### config.mk
export PLATFORM = sky130hd
export DESIGN_NAME = verinject_fault_scheduler
export DESIGN_NICKNAME = d
export VERILOG_FILES = /design/src/rtl/verinject_fault_scheduler.sv
export SDC_FILE = /design/constraint.sdc
export NUM_CORES = 1
export LEC_CHECK = 0
export BUFFER_PORTS_ARGS = -buffer_cell sky130_fd_sc_hd__buf_2
export CAP_MARGIN = 5
export CORE_MARGIN = 8
export CORE_UTILIZATION = 30
export CTS_BUF_LIST = sky130_fd_sc_hd__clkbuf_8
export DETAILED_ROUTE_END_ITERATION = 12
export PLACE_DENSITY = 0.45
export SYNTH_ARGS = -nofsm -noshare
export SYNTH_HDL_FRONTEND = slang
export SYNTH_SLANG_ARGS = --single-unit
### constraint.sdc
create_clock -name clock -period 12.79 [get_ports clock]
set_input_delay 1.9185 -clock clock [delete_from_list [all_inputs] [get_ports clock]]
set_output_delay 1.9185 -clock clock [all_outputs]
set_load 0.01 [all_outputs]
### src/rtl/verinject_fault_scheduler.sv
// verinject_fault_scheduler: replays a host-loaded (cycle, bit) fault list onto verinject__injector_state during a run
// Ports: clock/reset_n (async active-low); load_valid/load_ready/load_cycle/load_bit host load channel;
//   start/abort run control; verinject__injector_state registered fault index (IDLE_STATE when idle);
//   cycle_count run cycle; busy/done run status; order_err sticky out-of-order load; late_count saturating late entries.
// Option: define VERINJECT_SCHED_LATE_DROP_EN to drop late entries instead of emitting them back-to-back.
module verinject_fault_scheduler #(
  parameter int          DEPTH      = 8,
  parameter int          DEPTH_LOG2 = 3,
  parameter logic [31:0] IDLE_STATE = 32'hFFFF_FFFF
) (
  input  logic        clock,
  input  logic        reset_n,
  input  logic        load_valid,
  output logic        load_ready,
  input  logic [31:0] load_cycle,
  input  logic [31:0] load_bit,
  input  logic        start,
  input  logic        abort,
  output logic [31:0] verinject__injector_state,
  output logic [31:0] cycle_count,
  output logic        busy,
  output logic        done,
  output logic        order_err,
  output logic [7:0]  late_count
);
  typedef enum logic [1:0] {S_IDLE, S_RUN, S_DONE} state_t;
  state_t              r_state, w_state_nxt;
  logic [31:0]         r_mem_cycle [DEPTH];
  logic [31:0]         r_mem_bit   [DEPTH];
  logic [DEPTH_LOG2:0] r_wr_ptr, r_rd_ptr;
  logic [31:0]         r_last_loaded;
  logic [31:0]         w_head_cycle, w_head_bit, w_next_count;
  logic                w_empty, w_full, w_fire, w_push, w_run_nxt, w_pop, w_late, w_emit;
  assign w_empty      = r_wr_ptr == r_rd_ptr;
  assign w_full       = (r_wr_ptr[DEPTH_LOG2] != r_rd_ptr[DEPTH_LOG2]) &&
                        (r_wr_ptr[DEPTH_LOG2-1:0] == r_rd_ptr[DEPTH_LOG2-1:0]);
  assign w_head_cycle = r_mem_cycle[r_rd_ptr[DEPTH_LOG2-1:0]];
  assign w_head_bit   = r_mem_bit[r_rd_ptr[DEPTH_LOG2-1:0]];
  assign load_ready   = (r_state == S_IDLE) && !w_full;
  assign busy         = r_state == S_RUN;
  assign done         = r_state == S_DONE;
  assign w_fire       = load_valid && load_ready && !abort;
  assign w_push       = w_fire && (load_cycle >= r_last_loaded);
  assign w_run_nxt    = w_state_nxt == S_RUN;
  // Emission is decided against the count the next cycle will show, so the output stays a flop.
  assign w_next_count = (r_state != S_RUN) ? 32'd0 : (&cycle_count) ? cycle_count : cycle_count + 32'd1;
  assign w_pop        = w_run_nxt && !w_empty && (w_head_cycle <= w_next_count);
  // A head whose cycle already passed lost its slot to an earlier same-cycle entry.
  assign w_late       = w_pop && (w_head_cycle < w_next_count);
`ifdef VERINJECT_SCHED_LATE_DROP_EN
  assign w_emit       = w_pop && !w_late;
`else
  assign w_emit       = w_pop;
`endif
  always_comb begin
    w_state_nxt = r_state;
    case (r_state)
      S_IDLE:  w_state_nxt = start ? S_RUN : S_IDLE;
      S_RUN:   w_state_nxt = w_empty ? S_DONE : S_RUN;
      S_DONE:  w_state_nxt = start ? S_RUN : S_DONE;
      default: w_state_nxt = S_IDLE;
    endcase
    if (abort) w_state_nxt = S_IDLE;
  end
  always_ff @(posedge clock or negedge reset_n)
    if (!reset_n) r_state <= S_IDLE;
    else          r_state <= w_state_nxt;
  always_ff @(posedge clock)
    if (w_push) begin
      r_mem_cycle[r_wr_ptr[DEPTH_LOG2-1:0]] <= load_cycle;
      r_mem_bit[r_wr_ptr[DEPTH_LOG2-1:0]]   <= load_bit;
    end
  always_ff @(posedge clock or negedge reset_n)
    if (!reset_n) begin
      r_wr_ptr                 <= '0;
      r_rd_ptr                 <= '0;
      r_last_loaded            <= '0;
      verinject__injector_state <= IDLE_STATE;
      cycle_count              <= '0;
      order_err                <= 1'b0;
      late_count               <= '0;
    end else if (abort) begin
      r_wr_ptr                 <= '0;
      r_rd_ptr                 <= '0;
      r_last_loaded            <= '0;
      verinject__injector_state <= IDLE_STATE;
      cycle_count              <= '0;
      order_err                <= 1'b0;
      late_count               <= '0;
    end else begin
      if (w_push) r_wr_ptr <= r_wr_ptr + 1'b1;
      if (w_push) r_last_loaded <= load_cycle;
      if (w_fire && !w_push) order_err <= 1'b1;
      if (w_pop) r_rd_ptr <= r_rd_ptr + 1'b1;
      if (w_late && !(&late_count)) late_count <= late_count + 8'd1;
      verinject__injector_state <= w_emit ? w_head_bit : IDLE_STATE;
      if (w_run_nxt) cycle_count <= w_next_count;
    end
endmodule

==> flow_metrics.tcl <==
set metrics [dict create \
    slowest_stage "dfrtp_4" \
    clk_pin_slew_ns 0.06 \
    nets 1870 \
    globalplace.congestion 0.7573 \
    power_switching_mw 0.9734 \
    finalSetupTns_ns 0 \
    ios 145 \
    synthTopCellsByArea "edfxtp_1 59%, mux4_2 11%, dfrtp_1 7.9%" \
    synth-adder-area-share 0.03244 \
    async_flop_share 0.1834 \
    rr_worst_depth 10 \
    yosys_register_bits 627 \
    synth-edff-count 512 \
    crit_type "reg2reg" \
    synth_top_area_frac 0.5862 \
    routed_wl_um 65550 \
    critPathMaxFanout 55 \
    die_area_um2 97140 \
    min_path_cells 2 \
    mostFrequentLayoutCells "512 x edfxtp_1, 143 x buf_2, 128 x mux4_2" \
    drc_errors 0 \
    fp.dieH_um 311.7 \
    swShare 0.2321 \
    wl_per_cell_um 21.91 \
    hold_buffers 0 \
    status "completed" \
    period_minus_slack_ns 5.821 \
    clock_latency_ns 0.71 \
    rsz0062_at_grt "false" \
    rows 108 \
    finalHoldViolCount 0 \
    combPwrFrac 0.049 \
    fin_skew_ns 0.03555 \
    antenna_found_initial 19 \
    ctsResizeCount 0 \
    drv_slew 0 \
    dp.cells 2779 \
    synth-xor-area-share 0.01331 \
    p_clk_frac 0.413 \
    slowest_delay_ns 0.88 \
    track_usage 0.1329 \
    syn_to_final_growth_pct 16.23 \
    drt-initial-drc-count 928 \
    synth_warnings 0 \
    cp_num_buf_inv 3 \
    synthFlopType "edfxtp_1" \
    crit_path_end_kind "flip-flop" \
    crit_path_cell_trace "buf_4 > xor2_1 > o41a_1 > nand2_1 > or2_2 > a2bb2oi_4 > buf_4 > or3_1 > nor2_4 > buf_4" \
    setup_violations 0 \
    drtPass1Iterations 5 \
    h-tree-depth 3 \
    synth_fp_nets 1662 \
    critPathTopFamily "buffers and inverters" \
    seq_area_frac_synth 0.6975 \
    antenna_left 0 \
    avgSynthCellArea_um2 17.20 \
    crit_arrival_ns 6.13 \
    hp-class "reg2reg" \
    final_common_cell "edfxtp_1" \
    fin_crit_sh 0.4551 \
    start_kind "flip-flop" \
    synth_top_area_cell "edfxtp_1" \
    core_area_um2 86750 \
    num_vias 14270 \
    layout.cells.non_filler 2992 \
    cts_setup_buffers 0 \
    path_depth 10 \
    required_ns 13.10 \
    tritoncts "done" \
    start_util 0.3023 \
    synth_top_family_by_area "multiplexers" \
    overflow 0 \
    leakagePower_nw 10.51 \
    synth_simple_gate_area_frac 0.05720 \
    cap_violations 0 \
    numCtsBuffers 107 \
    relSlewSlack 0.1012 \
    drive_above_1_share 0.2848 \
    grt_max_degree 98 \
    cts_sinks 627 \
    fp.dieW_um 311.7 \
    internal-power_mw 3.220 \
    hpwlAfterDp_um 38400 \
    vdd.ir_drop.worst_uv 76.86 \
    portBuffers 144 \
    cts_root_buffer "clkbuf_8" \
    tightest_slew_ns 1.343 \
    synthCells 1525 \
    seq_power_share 0.537 \
    cts_buffer_depth 3 \
    grt_pass1_wl_um 98680 \
    first_global_vias 15260 \
    synth_cell_types 62 \
    critPathMostFrequentCell "buf_4" \
    p_per_area_nw_per_um2 137.6 \
    synth_compound_area_frac 0.03191 \
    vias_per_cell 4.771 \
    syn_area_um2 26230 \
    clock.fmax_mhz 171.8 \
    synth.mux.area_fraction 0.1507 \
]
==> routing by layer <==
layer | wire length, um | share of wire | vias to the layer above | track usage
met2 | 31130 | 0.47 | 340 | 0.2169
met4 | 1486 | 0.023 | 10 | 0.03922
met3 | 3606 | 0.055 | 122 | 0.03349
li1 | - | - | 6446 | -
met1 | 29260 | 0.45 | 7356 | 0.1744
met5 | 68 | 0.0010 | - | 0
==> cell type report <==
| type | count | area (um2) |
|---|---|---|
| antenna | 11 | 27.53 |
| clock buffer | 116 | 1597 |
| clock inverter | 86 | 470.5 |
| fill | 8347 | 56270 |
| inverter | 40 | 150.1 |
| multi-input combinational | 787 | 7556 |
| sequential | 627 | 18300 |
| tap | 1155 | 1445 |
| timing repair buffer | 170 | 934.6 |
==> cells by family (layout without fill, tap and decap cells) <==
| group | Yosys count | after routing |
|---|---|---|
| other cells | 0 | 11 |
| mux | 231 | 231 |
| flops | 627 | 627 |
| xor+xnor | 39 | 39 |
| compound gates | 137 | 137 |
| fa+ha+maj | 68 | 68 |
| buf+inv | 111 | 412 |
| simple gates | 312 | 312 |
==> power groups by stage <==
stage	Clock (mW)	Combinational, mW	Sequential, mW
floorplan	0	0.121	2.29
global placement	0	0.209	2.29
detailed placement	0	0.213	2.29
CTS	1.80	0.214	2.25
global route	1.88	0.234	2.26
finish	1.73	0.207	2.25
==> metrics by stage <==
stage	setup WS (ns)	util	total power [mW]	hold WS, ns	cell area, um2
after global routing	6.550	0.3511	4.371	0.5303	30460
final	6.969	0.3514	4.194	0.5031	30480
after detailed placement	6.364	0.3272	2.507	0.4912	28390
after CTS	6.821	0.3511	4.271	0.5107	30460
after floorplan	2.093	-	2.413	0.4892	26230
after global placement	6.387	0.3272	2.502	0.4879	28390
==> registers in the layout, indices dropped and copies added, names as in the netlist, 4 cells and up <==
register	flops
r_mem_cycle	256
r_last_loaded	32
r_mem_bit	256
verinject__injector_state	32
r_rd_ptr	4
late_count	8
cycle_count	32
r_wr_ptr	4
==> worst min-delay path: stages (launching register included) <==
cell	delay, ns
dfrtp_1	0.34
nand2b_1	0.06
o41ai_1	0.06
==> final timing paths <==
check / startpoint / to / slack (ns)
worst min-delay path: order_err$_DFFE_PN0P_ / order_err$_DFFE_PN0P_ / 0.50
max in group asynchronous: reset_n / r_rd_ptr[0]$_DFFE_PN0P_ / 10.17
worst min register to register: order_err$_DFFE_PN0P_ / order_err$_DFFE_PN0P_ / 0.50
min in group asynchronous: reset_n / cycle_count[26]$_DFFE_PN0P_ / 1.25
worst max-delay path: r_rd_ptr[1]$_DFFE_PN0P_ / r_mem_cycle[3][22]$_DFFE_PP_ / 6.97
worst max register to register: r_rd_ptr[1]$_DFFE_PN0P_ / r_mem_cycle[3][22]$_DFFE_PP_ / 6.97
==> cells in the mapped netlist, types with 3 or more instances <==
| master | count |
|---|---|
| and3_1 | 7 |
| edfxtp_1 | 512 |
| nor2_1 | 80 |
| nor4b_1 | 3 |
| o31ai_1 | 6 |
| mux4_2 | 128 |
| clkbuf_1 | 42 |
| nand3_1 | 27 |
| dfrtp_1 | 83 |
| o21ai_0 | 45 |
| nor3_1 | 9 |
| nand2b_1 | 16 |
| a211oi_1 | 6 |
| nand2_1 | 111 |
| inv_1 | 39 |
| nand4_1 | 21 |
| ha_1 | 68 |
| a41oi_1 | 3 |
| a21o_1 | 4 |
| xor2_1 | 21 |
| mux2i_1 | 72 |
| or2_2 | 3 |
| a21oi_1 | 35 |
| buf_2 | 14 |
| or3_1 | 4 |
| and4_1 | 5 |
| mux2_2 | 31 |
| a31oi_1 | 18 |
| nor2b_1 | 4 |
| dfstp_2 | 32 |
| nor4_1 | 7 |
| buf_1 | 12 |
| xnor2_1 | 17 |
| o211ai_1 | 4 |
| buf_4 | 3 |
No activity file was read; power rests on OpenSTA's default activity.
